===== src/rtl/mem_arb_pkg.sv =====
// Shared types for the two-port memory arbiter: FSM states, grant encoding, streak width.
// No logic; no latency.
// No flow control of its own; the arbiter holds requesters until their ack.
package mem_arb_pkg;

    typedef enum logic [1:0] {
        IDLE  = 2'd0,
        ISSUE = 2'd1,
        WAIT  = 2'd2,
        RESP  = 2'd3
    } state_t;

    typedef enum logic {
        GNT_CPU = 1'b0,
        GNT_DMA = 1'b1
    } gnt_t;

    localparam int STREAK_W = 4;

endpackage


===== src/rtl/mem_arb_pick.sv =====
// Picks the next memory-port winner from the two requests and the CPU streak count.
// Purely combinational, zero latency.
// No backpressure; vld only says whether anyone is asking.
module mem_arb_pick
    import mem_arb_pkg::*;
#(
    parameter int MAX_CPU_STREAK = 4
) (
    input  logic                cpu_req,
    input  logic                dma_req,
    input  logic [STREAK_W-1:0] streak,
    output gnt_t                gnt,
    output logic                vld
);

    always_comb begin
        vld = cpu_req | dma_req;
        gnt = GNT_CPU;
        // CPU has priority until it has starved a waiting DMA for MAX_CPU_STREAK grants
        if (dma_req && (!cpu_req || streak == STREAK_W'(MAX_CPU_STREAK))) begin
            gnt = GNT_DMA;
        end
    end

endmodule


===== src/rtl/mem_port_arbiter.sv =====
// Shares one single-ported memory between a CPU port and a DMA/debug port.
// Latency: req to ack is MEM_LAT+2 cycles; one access per MEM_LAT+3 cycles.
// Backpressure: requesters hold req/we/addr/wdata until they see their ack pulse.
module mem_port_arbiter
    import mem_arb_pkg::*;
#(
    parameter int AW             = 32,
    parameter int DW             = 32,
    parameter int MEM_LAT        = 2,
    parameter int MAX_CPU_STREAK = 4
) (
    input  logic          clk,
    input  logic          rst,
    input  logic          cpu_req,
    input  logic          cpu_we,
    input  logic [AW-1:0] cpu_addr,
    input  logic [DW-1:0] cpu_wdata,
    output logic          cpu_ack,
    output logic [DW-1:0] cpu_rdata,
    input  logic          dma_req,
    input  logic          dma_we,
    input  logic [AW-1:0] dma_addr,
    input  logic [DW-1:0] dma_wdata,
    output logic          dma_ack,
    output logic [DW-1:0] dma_rdata,
    output logic          mem_en,
    output logic          mem_we,
    output logic [AW-1:0] mem_addr,
    output logic [DW-1:0] mem_wdata,
    input  logic [DW-1:0] mem_rdata
);

    state_t              state_q,     state_d;
    gnt_t                gnt_q,       gnt_d;
    logic [2:0]          cnt_q,       cnt_d;
    logic [STREAK_W-1:0] streak_q,    streak_d;
    logic                mem_en_q,    mem_en_d;
    logic                mem_we_q,    mem_we_d;
    logic [AW-1:0]       mem_addr_q,  mem_addr_d;
    logic [DW-1:0]       mem_wdata_q, mem_wdata_d;
    logic                cpu_ack_q,   cpu_ack_d;
    logic                dma_ack_q,   dma_ack_d;
    logic [DW-1:0]       cpu_rdata_q, cpu_rdata_d;
    logic [DW-1:0]       dma_rdata_q, dma_rdata_d;

    gnt_t pick_gnt;
    logic pick_vld;

    mem_arb_pick #(
        .MAX_CPU_STREAK(MAX_CPU_STREAK)
    ) u_pick (
        .cpu_req (cpu_req),
        .dma_req (dma_req),
        .streak  (streak_q),
        .gnt     (pick_gnt),
        .vld     (pick_vld)
    );

    always_comb begin
        state_d     = state_q;
        gnt_d       = gnt_q;
        cnt_d       = cnt_q;
        streak_d    = streak_q;
        mem_en_d    = 1'b0;
        mem_we_d    = mem_we_q;
        mem_addr_d  = mem_addr_q;
        mem_wdata_d = mem_wdata_q;
        cpu_ack_d   = 1'b0;
        dma_ack_d   = 1'b0;
        cpu_rdata_d = cpu_rdata_q;
        dma_rdata_d = dma_rdata_q;

        case (state_q)
            IDLE: begin
                if (!dma_req) begin
                    streak_d = '0;
                end
                if (pick_vld) begin
                    gnt_d    = pick_gnt;
                    mem_en_d = 1'b1;
                    state_d  = ISSUE;
                    if (pick_gnt == GNT_DMA) begin
                        mem_we_d    = dma_we;
                        mem_addr_d  = dma_addr;
                        mem_wdata_d = dma_wdata;
                        streak_d    = '0;
                    end else begin
                        mem_we_d    = cpu_we;
                        mem_addr_d  = cpu_addr;
                        mem_wdata_d = cpu_wdata;
                        if (dma_req && streak_q != STREAK_W'(MAX_CPU_STREAK)) begin
                            streak_d = streak_q + STREAK_W'(1);
                        end
                    end
                end
            end
            ISSUE: begin
                cnt_d   = 3'(MEM_LAT - 1);
                state_d = WAIT;
            end
            WAIT: begin
                if (cnt_q == 3'd0) begin
                    state_d = RESP;
                    // read data is valid on this final WAIT edge
                    if (gnt_q == GNT_DMA) begin
                        dma_ack_d = 1'b1;
                        if (!mem_we_q) dma_rdata_d = mem_rdata;
                    end else begin
                        cpu_ack_d = 1'b1;
                        if (!mem_we_q) cpu_rdata_d = mem_rdata;
                    end
                end else begin
                    cnt_d = cnt_q - 3'd1;
                end
            end
            RESP: begin
                state_d = IDLE;
            end
            default: begin
                state_d = IDLE;
            end
        endcase
    end

    always_ff @(posedge clk or negedge rst) begin
        if (!rst) begin
            state_q     <= IDLE;
            gnt_q       <= GNT_CPU;
            cnt_q       <= '0;
            streak_q    <= '0;
            mem_en_q    <= 1'b0;
            mem_we_q    <= 1'b0;
            mem_addr_q  <= '0;
            mem_wdata_q <= '0;
            cpu_ack_q   <= 1'b0;
            dma_ack_q   <= 1'b0;
            cpu_rdata_q <= '0;
            dma_rdata_q <= '0;
        end else begin
            state_q     <= state_d;
            gnt_q       <= gnt_d;
            cnt_q       <= cnt_d;
            streak_q    <= streak_d;
            mem_en_q    <= mem_en_d;
            mem_we_q    <= mem_we_d;
            mem_addr_q  <= mem_addr_d;
            mem_wdata_q <= mem_wdata_d;
            cpu_ack_q   <= cpu_ack_d;
            dma_ack_q   <= dma_ack_d;
            cpu_rdata_q <= cpu_rdata_d;
            dma_rdata_q <= dma_rdata_d;
        end
    end

    assign mem_en    = mem_en_q;
    assign mem_we    = mem_we_q;
    assign mem_addr  = mem_addr_q;
    assign mem_wdata = mem_wdata_q;
    assign cpu_ack   = cpu_ack_q;
    assign dma_ack   = dma_ack_q;
    assign cpu_rdata = cpu_rdata_q;
    assign dma_rdata = dma_rdata_q;

endmodule

===== config.mk =====
export PLATFORM = sky130hd
export DESIGN_NAME = mem_port_arbiter
export DESIGN_NICKNAME = d
export VERILOG_FILES = /design/src/rtl/mem_arb_pkg.sv /design/src/rtl/mem_arb_pick.sv /design/src/rtl/mem_port_arbiter.sv
export SDC_FILE = /design/constraint.sdc
export NUM_CORES = 1
export LEC_CHECK = 0
export CAP_MARGIN = 15
export CORE_MARGIN = 2
export CORE_UTILIZATION = 36
export DETAILED_ROUTE_END_ITERATION = 10
export GPL_ROUTABILITY_DRIVEN = 1
export PLACE_DENSITY = 0.76
export SYNTH_ARGS = -nofsm -noshare
export SYNTH_HDL_FRONTEND = slang
export SYNTH_SLANG_ARGS = --single-unit

===== constraint.sdc =====
create_clock -name clk -period 1.7 [get_ports clk]
set_clock_uncertainty 0.1 [all_clocks]
set_input_delay 0.17 -clock clk [delete_from_list [all_inputs] [get_ports clk]]
set_output_delay 0.17 -clock clk [all_outputs]
set_load 0.1 [all_outputs]

==> results of run 1 <==
[state kept, by name (all words and copies together), names as in the netlist]
| register | flops |
|---|---|
| gnt_q | 1 |
| state_q | 2 |
| cpu_ack | 1 |
| mem_wdata | 32 |
| dma_rdata | 32 |
| mem_we | 1 |
| cpu_rdata | 32 |
| mem_addr | 32 |
| mem_en | 1 |
| dma_ack | 1 |
| streak_q | 4 |
| cnt_q | 3 |
[worst max path at each step]
stage,from,endpoint
2_1_floorplan,cnt_q[0],cpu_rdata[11]
3_3_place_gp,cnt_q[1],cpu_rdata[28]
3_5_place_dp,cnt_q[1],cpu_rdata[17]
4_1_cts,cnt_q[0],cpu_rdata[17]
5_1_grt,streak_q[0],mem_wdata[31]
6_report,streak_q[0],mem_wdata[9]
[per-stage QoR]
stage	setup WS (ns)	area, um2	setup TNS (ns)	util, %
floorplan	-0.0552	6000	-2.45	-
global placement	-0.0976	10700	-7.74	67.2
detailed placement	-0.178	10700	-14.91	67.2
CTS	-0.148	11900	-11.70	74.5
global route	-0.225	11900	-21.57	74.9
finish	-0.189	11900	-15.05	74.9
[synth_stat cells (2+ instances only)]
| cell type | count | share of area (%) |
|---|---|---|
| sky130_fd_sc_hd__buf_2 | 14 | 1.2 |
| sky130_fd_sc_hd__clkbuf_1 | 8 | 0.51 |
| sky130_fd_sc_hd__dfrtp_1 | 142 | 60 |
| sky130_fd_sc_hd__ha_1 | 7 | 1.5 |
| sky130_fd_sc_hd__a221o_1 | 65 | 11 |
| sky130_fd_sc_hd__buf_4 | 3 | 0.38 |
| sky130_fd_sc_hd__o21ai_0 | 3 | 0.25 |
| sky130_fd_sc_hd__nand4_1 | 3 | 0.32 |
| sky130_fd_sc_hd__mux2_2 | 64 | 12 |
| sky130_fd_sc_hd__nand3_1 | 2 | 0.17 |
| sky130_fd_sc_hd__nand2_1 | 5 | 0.32 |
| sky130_fd_sc_hd__o311ai_0 | 2 | 0.30 |
| sky130_fd_sc_hd__buf_6 | 6 | 1.1 |
| sky130_fd_sc_hd__nand2b_1 | 3 | 0.32 |
| sky130_fd_sc_hd__and2_1 | 65 | 6.9 |
| sky130_fd_sc_hd__nor2_1 | 3 | 0.19 |
| sky130_fd_sc_hd__inv_1 | 10 | 0.64 |
[worst max-delay path: cells and delay by family, from the launching register on]
kind	cells	cell delay, ns
AO/OA/AOI/OAI	2	0.62
buffers and inverters	3	0.41
adder cells (fa/ha/maj)	1	0.15
AND/OR/NAND/NOR	1	0.09
flip-flops	1	0.40
[logic make-up after synthesis]
group / share of synthesized area, %
multiplexers: 12.6
buffers and inverters: 3.86
AO/OA/AOI/OAI: 12.7
AND/OR/NAND/NOR: 9.08
flip-flops: 60.3
adder cells (fa/ha/maj): 1.49
[timing repair]
item / in CTS / in global routing
pin swaps: 13 / 7
gates resized for setup: 35 / 7
setup endpoints to repair: 131 / 132
setup buffers: 16 / 6
gates cloned: 10 / 3
endpoints found under the hold margin: 128 / 0
hold buffers: 1 / 0
[per-layer routing]
layer / GRT usage (%) / wire, um / share of wire (%)
met4: 11.2 / 536 / 2.4
met3: 8.23 / 1700 / 7.7
met5: 0 / 0 / 0
met1: 28.2 / 8180 / 37
met2: 46.1 / 11800 / 53
[final cells by class]
| cell class | instances | share of cell area, % |
|---|---|---|
| Timing Repair Buffer | 361 | 43.4 |
| Sequential cell | 142 | 29.8 |
| Multi-Input combinational cell | 238 | 19.1 |
| Clock buffer | 21 | 3.77 |
| Tap cell | 216 | 2.26 |
| Clock inverter | 10 | 1.36 |
| Inverter | 10 | 0.314 |
==> results.py, run 1 <==
metrics = {
    "run_status": {
        "status": "finished with violations",
        "failed_checks": "setup timing",
    },
    "sta": {
        "slew_viol_final": 0,
        "clock.fmax_mhz": 529,
        "timing.final.setup_violations": 130,
        "final.min_clock_period_ns": 1.89,
        "worstMarginPinSlew_ns": 0.459,
        "postLayoutSetupSlackWorst_ns": -0.189,
        "worst_hold_slack_ns": 0.160,
        "timing.slew.headroom_pct": 69.4,
        "finalCritPeriodShare_pct": 111,
        "grt_setup_unrepaired": "yes",
        "final_hold_viol_count": 0,
    },
    "finish": {
        "multiInputGateArea_um2": 2280,
        "sequential_cell_area_um2": 3560,
        "top_library_cells_by_usage_in_the_layout_fill_and_taps_aside": "sky130_fd_sc_hd__clkdlybuf4s50_1 (164), sky130_fd_sc_hd__buf_12 (142), sky130_fd_sc_hd__dfrtp_1 (141)",
        "flow.area_growth_from_synthesis_pct": 102,
        "mostFrequentLayoutCell": "sky130_fd_sc_hd__clkdlybuf4s50_1",
        "final.fill_count": 939,
        "antenna-diode-count": 0,
        "drive_above_1_share_pct": 39.3,
        "final_nets": 943,
        "final_cell_count_no_fill": 998,
    },
    "cts": {
        "ctsRootBufferMaster": "sky130_fd_sc_hd__clkbuf_16",
        "cts_buffers": 17,
        "clkTransAtPathRegs_ns": 0.06,
        "clock_sinks": 142,
        "clock_tree_from_tritoncts": "yes",
        "cts-root-to-sink-buffers": 2,
        "htree_levels": 4,
        "clk-insertion-delay-late_ns": 0.41,
    },
    "grt": {
        "grt_overflow": 0,
        "grt_pass1_vias": 5749,
        "gr-usage-all-layers_pct": 25.9,
        "grt_first_pass_wirelength_mm": 34.2,
        "largest_net_degree_at_the_start_of_global_routing": 46,
        "antenna_violations_before_repair": 0,
    },
    "synthesis": {
        "yosysSeqAreaShare_pct": 60.3,
        "async_flop_share_pct": 100,
        "netlist_instances": 421,
        "synth_warnings": 0,
        "synth-edff-count": 0,
        "synth-main-ff-cell": "sky130_fd_sc_hd__dfrtp_1",
        "syn_area_per_cell_um2": 14.0,
        "postSynthRegisterBits": 142,
        "synth.lib_cells_used.distinct": 33,
        "syn_nets": 594,
        "synthesis.area_um2": 5900,
    },
    "critical_path": {
        "timing_worst_setup_path_type": "register to register",
        "startpoint_type": "register",
        "register_to_register_setup_slack_ns": -0.19,
        "critical_path_required_ns": 1.89,
        "worstReg2RegStart": "streak_q[0]",
        "cp_slowest_stage_delay_ns": 0.40,
        "worst_r2r_endpoint": "mem_wdata[9]",
        "reg2regPathDepth": 7,
        "worstPathCellList": "inv_2 -> ha_4 -> nand3b_4 -> o211a_4 -> buf_8 -> clkbuf_16 -> a221o_1",
        "critPathSlowestCell": "sky130_fd_sc_hd__dfrtp_1",
        "cp-end-kind": "register",
        "crit_arrival_ns": 2.08,
        "path_max_fanout": 6,
    },
    "routing": {
        "num_vias": 5147,
        "postRouteAntennaNets": 0,
        "routed_via_density": 5.16,
        "drcViolationCount": 0,
        "wire_per_inst_um": 22.2,
        "drt_wl_total_mm": 22.2,
        "detailedRoute.firstPassIterationCount": 4,
        "drt_first_iter_violations": 251,
    },
    "die": {
        "initial_core_util_pct": 37.0,
        "die_w_um": 132,
        "floorplan.core_area_um2": 15900,
        "floorplan.die_area_um2": 17400,
        "fp.dieH_um": 132,
        "row_cnt": 46,
        "io_pins": 298,
    },
    "min_path": {
        "hold_path_class": "primary input to asynchronous set/reset pin",
    },
    "job": {
        "maxCapViolations": 0,
    },
    "place": {
        "placed_cells_incl_taps": 936,
        "portBuffers": 297,
        "place_congestion": 0.817,
        "hpwl_mm": 15.0,
    },
}
Power of run 1 is left out: the tool's default activity adds up to more than one toggle a clock period on the data nets, which glitch-free logic cannot reach.
==> inputs of run 2 (changes only) <==
--- a/config.mk
+++ b/config.mk
@@ -10,7 +10,7 @@
 export CORE_UTILIZATION = 36
 export DETAILED_ROUTE_END_ITERATION = 10
 export GPL_ROUTABILITY_DRIVEN = 1
-export PLACE_DENSITY = 0.76
+export PLACE_DENSITY = 0.74
 export SYNTH_ARGS = -nofsm -noshare
 export SYNTH_HDL_FRONTEND = slang
 export SYNTH_SLANG_ARGS = --single-unit
==> results.py, run 2 (same netlist as run 1, synthesis figures left out) <==
metrics = {
    "critical_path": {
        "critPathSlowestCell": "sky130_fd_sc_hd__dfrtp_1",
        "critical_path_required_ns": 1.90,
        "register_to_register_setup_slack_ns": -0.20,
        "path_max_fanout": 6,
        "reg2regPathDepth": 8,
        "crit_arrival_ns": 2.10,
        "startpoint_type": "register",
        "cp-end-kind": "register",
        "worstReg2RegStart": "cnt_q[1]",
        "worstPathCellList": "inv_2 -> ha_4 -> ha_4 -> nand2_4 -> nor3_4 -> buf_6 -> clkbuf_16 -> mux2_4",
        "timing.critical_path.max_delay_family": "buffers and inverters",
        "timing_worst_setup_path_type": "register to register",
        "crit_top_cell": "sky130_fd_sc_hd__ha_4",
        "cp_slowest_stage_delay_ns": 0.40,
        "worstPathBufferInverterCount": 3,
        "worst_r2r_endpoint": "cpu_rdata[8]",
    },
    "grt": {
        "grt_first_pass_wirelength_mm": 32.6,
        "grt_pass1_vias": 5728,
        "antenna_violations_before_repair": 0,
        "largest_net_degree_at_the_start_of_global_routing": 49,
        "gr-usage-all-layers_pct": 24.4,
        "grt_overflow": 0,
    },
    "sta": {
        "final.min_clock_period_ns": 1.90,
        "timing.final.setup_violations": 130,
        "worstMarginPinSlew_ns": 0.439,
        "slew_viol_final": 0,
        "final_hold_viol_count": 0,
        "grt_setup_unrepaired": "yes",
        "timing.slew.headroom_pct": 70.8,
        "clock.fmax_mhz": 525,
        "worst_hold_slack_ns": 0.182,
        "postLayoutSetupSlackWorst_ns": -0.204,
        "finalCritPeriodShare_pct": 112,
    },
    "run_status": {
        "failed_checks": "setup timing",
        "status": "finished with violations",
    },
    "die": {
        "initial_core_util_pct": 37.0,
        "die_w_um": 132,
        "floorplan.die_area_um2": 17400,
        "fp.dieH_um": 132,
        "row_cnt": 46,
        "floorplan.core_area_um2": 15900,
        "io_pins": 298,
    },
    "finish": {
        "antenna-diode-count": 0,
        "final_nets": 949,
        "finish.utilization_pct": 76.2,
        "drive_above_1_share_pct": 40.3,
        "top_library_cells_by_usage_in_the_layout_fill_and_taps_aside": "sky130_fd_sc_hd__clkdlybuf4s50_1 (164), sky130_fd_sc_hd__buf_12 (145), sky130_fd_sc_hd__dfrtp_1 (141)",
        "flow.area_growth_from_synthesis_pct": 106,
        "final_design_area_no_fill_um2": 12100,
        "mostFrequentLayoutCell": "sky130_fd_sc_hd__clkdlybuf4s50_1",
    },
    "cts": {
        "clkTransAtPathRegs_ns": 0.07,
        "cts_buffers": 17,
        "clock_sinks": 142,
        "cts-root-to-sink-buffers": 2,
        "clk-insertion-delay-late_ns": 0.41,
        "htree_levels": 4,
        "clock_tree_from_tritoncts": "yes",
        "ctsRootBufferMaster": "sky130_fd_sc_hd__clkbuf_16",
    },
    "place": {
        "hpwl_mm": 14.7,
        "place_congestion": 0.760,
        "placed_cell_area_um2": 10700,
        "portBuffers": 297,
        "place_worst_setup_slack_ns": -0.158,
    },
    "routing": {
        "postRouteAntennaNets": 0,
        "drt_wl_total_mm": 23.2,
        "routed_via_density": 5.15,
        "drt_first_iter_violations": 254,
        "wire_per_inst_um": 23.1,
        "detailedRoute.firstPassIterationCount": 5,
        "drcViolationCount": 0,
        "num_vias": 5173,
    },
    "job": {
        "maxCapViolations": 0,
    },
    "min_path": {
        "hold_path_class": "primary input to asynchronous set/reset pin",
    },
}
run 2: cell count changes in the layout (fill, tap and decap cells not counted), sizes merged:
cell / previous run / this run
clkinvlp: 2 / 0
clkinv: 3 / 6
clkbuf: 24 / 27
inv: 11 / 15
bufinv: 4 / 2
buf: 193 / 194
run 2: worst max-delay path by stage:
stage	to	slack, ns	cells past startpoint	startpoint
3_5_place_dp	mem_addr[20]	-0.16	5	cpu_req
6_report	cpu_rdata[8]	-0.20	8	cnt_q[1]
4_1_cts	mem_wdata[14]	-0.15	7	streak_q[1]
3_3_place_gp	cpu_rdata[31]	-0.10	7	cnt_q[0]
5_1_grt	cpu_rdata[8]	-0.26	8	cnt_q[1]
2_1_floorplan	cpu_rdata[11]	-0.06	7	cnt_q[0]
run 2: final cells by class:
type / instances / area [um2]
Clock buffer: 19 / 453
Clock inverter: 13 / 154
Fill cell: 890 / 3800
Inverter: 10 / 37.5
Multi-Input combinational cell: 238 / 2330
Sequential cell: 142 / 3560
Tap cell: 216 / 270
Timing Repair Buffer: 367 / 5340
run 2: repair_timing:
item	in CTS	in global routing
gates cloned	7	14
hold endpoints to repair	142	0
setup buffers	6	10
pin swaps	10	11
hold buffers	1	0
endpoints found under the setup margin	130	133
resized for setup	20	30
run 2: layer usage:
layer / wire length, um / vias up / GRT usage, %
li1: - / 2287 / -
met4: 374 / 0 / 8.09
met1: 8880 / 2605 / 28.0
met2: 12300 / 254 / 42.8
met5: 0 / - / 0
met3: 1640 / 27 / 8.04
run 2: stage by stage:
step	std cells	TNS, ns
floorplan	421	-2.45
global placement	935	-7.51
detailed placement	935	-13.14
CTS	981	-13.03
global route	1005	-22.83
finish	1005	-15.96
run 2: worst reg2reg max path, cell delays in order, from the launching register on:
cell	delay (ns)
sky130_fd_sc_hd__dfrtp_1	0.40
sky130_fd_sc_hd__inv_2	0.08
sky130_fd_sc_hd__ha_4	0.14
sky130_fd_sc_hd__ha_4	0.16
sky130_fd_sc_hd__nand2_4	0.06
sky130_fd_sc_hd__nor3_4	0.20
sky130_fd_sc_hd__buf_6	0.17
sky130_fd_sc_hd__clkbuf_16	0.17
sky130_fd_sc_hd__mux2_4	0.32
Power of run 2 is left out for the same reason.
==> inputs of run 3 (changes only) <==
--- a/config.mk
+++ b/config.mk
@@ -5,8 +5,6 @@
 export SDC_FILE = /design/constraint.sdc
 export NUM_CORES = 1
 export LEC_CHECK = 0
-export CAP_MARGIN = 15
-export CORE_MARGIN = 2
 export CORE_UTILIZATION = 36
 export DETAILED_ROUTE_END_ITERATION = 10
 export GPL_ROUTABILITY_DRIVEN = 1
==> results.py, run 3 (same netlist as run 1, synthesis figures left out) <==
metrics = {
    "run_status": {
        "failed_checks": "setup timing",
        "status": "finished with violations",
    },
    "cts": {
        "clk-insertion-delay-late_ns": 0.43,
        "cts_buffers": 17,
        "cts-root-to-sink-buffers": 2,
        "clock_sinks": 142,
        "ctsRootBufferMaster": "sky130_fd_sc_hd__clkbuf_16",
        "clock_tree_from_tritoncts": "yes",
        "clkTransAtPathRegs_ns": 0.06,
        "htree_levels": 4,
    },
    "sta": {
        "final.min_clock_period_ns": 1.92,
        "finalCritPeriodShare_pct": 113,
        "final_hold_viol_count": 0,
        "postLayoutSetupSlackWorst_ns": -0.216,
        "clock.fmax_mhz": 522,
        "timing.final.setup_violations": 133,
        "slew_viol_final": 0,
        "grt_setup_unrepaired": "yes",
        "timing.slew.headroom_pct": 75.3,
        "worstMarginPinSlew_ns": 0.369,
    },
    "critical_path": {
        "crit_arrival_ns": 2.12,
        "timing_worst_setup_path_type": "register to register",
        "worstReg2RegStart": "cnt_q[0]",
        "critical_path_required_ns": 1.91,
        "worstPathCellList": "inv_2 -> ha_4 -> ha_4 -> nand2_4 -> nor3_4 -> buf_6 -> clkbuf_16 -> mux2_4",
        "path_max_fanout": 6,
        "cp-end-kind": "register",
        "cp_slowest_stage_delay_ns": 0.39,
        "crit_top_cell": "sky130_fd_sc_hd__ha_4",
        "startpoint_type": "register",
        "critPathSlowestCell": "sky130_fd_sc_hd__dfrtp_1",
        "setup.worst_path.start": "cnt_q[0]",
    },
    "grt": {
        "grt_pass1_vias": 5618,
        "largest_net_degree_at_the_start_of_global_routing": 44,
        "grt_util_met1_pct": 29.0,
        "grt_use_met3_pct": 8.08,
        "gr-max-usage-layer": "met2",
        "antenna_violations_before_repair": 0,
        "gr-usage-all-layers_pct": 26.1,
        "grt_overflow": 0,
        "grt_use_met2_pct": 45.6,
        "grt_first_pass_wirelength_mm": 32.2,
    },
    "min_path": {
        "hold_path_class": "primary input to asynchronous set/reset pin",
    },
    "die": {
        "floorplan.die_area_um2": 16900,
        "initial_core_util_pct": 37.0,
        "fp.dieH_um": 130,
        "floorplan.core_area_um2": 15900,
        "io_pins": 298,
        "die_w_um": 130,
        "row_cnt": 46,
    },
    "finish": {
        "drive_above_1_share_pct": 40.4,
        "final_cell_count_no_fill": 1008,
        "final_nets": 952,
        "antenna-diode-count": 0,
        "top_library_cells_by_usage_in_the_layout_fill_and_taps_aside": "sky130_fd_sc_hd__clkdlybuf4s50_1 (164), sky130_fd_sc_hd__buf_12 (151), sky130_fd_sc_hd__dfrtp_1 (141)",
        "final.fill_count": 903,
        "flow.area_growth_from_synthesis_pct": 110,
        "mostFrequentLayoutCell": "sky130_fd_sc_hd__clkdlybuf4s50_1",
    },
    "routing": {
        "drcViolationCount": 0,
        "drt_wl_total_mm": 24.5,
        "wire_per_inst_um": 24.3,
        "detailedRoute.firstPassIterationCount": 4,
        "drt_first_iter_violations": 307,
        "num_vias": 5423,
        "postRouteAntennaNets": 0,
        "routed_via_density": 5.38,
    },
    "place": {
        "placed_cells_incl_taps": 929,
        "hpwl_mm": 14.5,
        "place_congestion": 0.799,
        "portBuffers": 297,
    },
    "job": {
        "maxCapViolations": 0,
    },
}
==> run 3: layout make-up <==
cell class	instances	area (um2)	area share, %
Clock buffer	20	447	3.61
Clock inverter	12	135	1.09
Inverter	10	37.5	0.303
Multi-Input combinational cell	239	2500	20.2
Sequential cell	142	3560	28.7
Tap cell	216	270	2.18
Timing Repair Buffer	369	5440	43.9
==> run 3: what timing repair did <==
item / CTS / global route
hold buffers: 1 / 0
resized for setup: 46 / 59
endpoints found under the setup margin: 130 / 131
buffers inserted: 12 / 14
cloned: 9 / 16
endpoints found under the hold margin: 142 / 0
pin swaps: 15 / 8
==> run 3: path summary, 6_finish.rpt <==
path / depth (start not counted) / slack, ns / to
min in group clk: 2 / 0.25 / mem_addr[2]
max in group asynchronous: 3 / 0.84 / mem_addr[14]
worst min-delay path: 2 / 0.1 / dma_rdata[9]
worst min register to register: 1 / 0.48 / dma_rdata[29]
worst max-delay path: 8 / -0.22 / cpu_rdata[16]
worst max register to register: 8 / -0.22 / cpu_rdata[16]
==> run 3: worst max-delay path, delay by kind of cell, from the launching register on <==
kind          cells  cell delay [ns]
flops             1             0.39
buf+inv           3             0.43
simple gates      2             0.28
mux               1             0.30
fa+ha+maj         2             0.31
==> run 3: metal layers <==
layer  part of all wire, %  vias up  routed length [um]
met5                     0        -                   0
met4                   3.0        0                 726
met2                    52      325               12700
met3                   8.2       65                2010
met1                    37     2747                9060
li1                      -     2286                   -
==> run 3: per-stage QoR <==
step / setup TNS, ns / cell area [um2] / util [%] / hold WS [ns] / worst slack [ns]
final: -19.30 / 12400 / 77.7 / 0.0973 / -0.216
after global routing: -25.19 / 12400 / 77.7 / 0.122 / -0.245
after CTS: -16.13 / 11800 / 74.3 / 0.102 / -0.188
after detailed placement: -11.84 / 10700 / 67.1 / -0.0225 / -0.178
after global placement: -5.02 / 10700 / 67.1 / -0.0298 / -0.0897
after floorplan: -2.45 / 6000 / - / -0.226 / -0.0552
Power of run 3 is left out for the same reason.
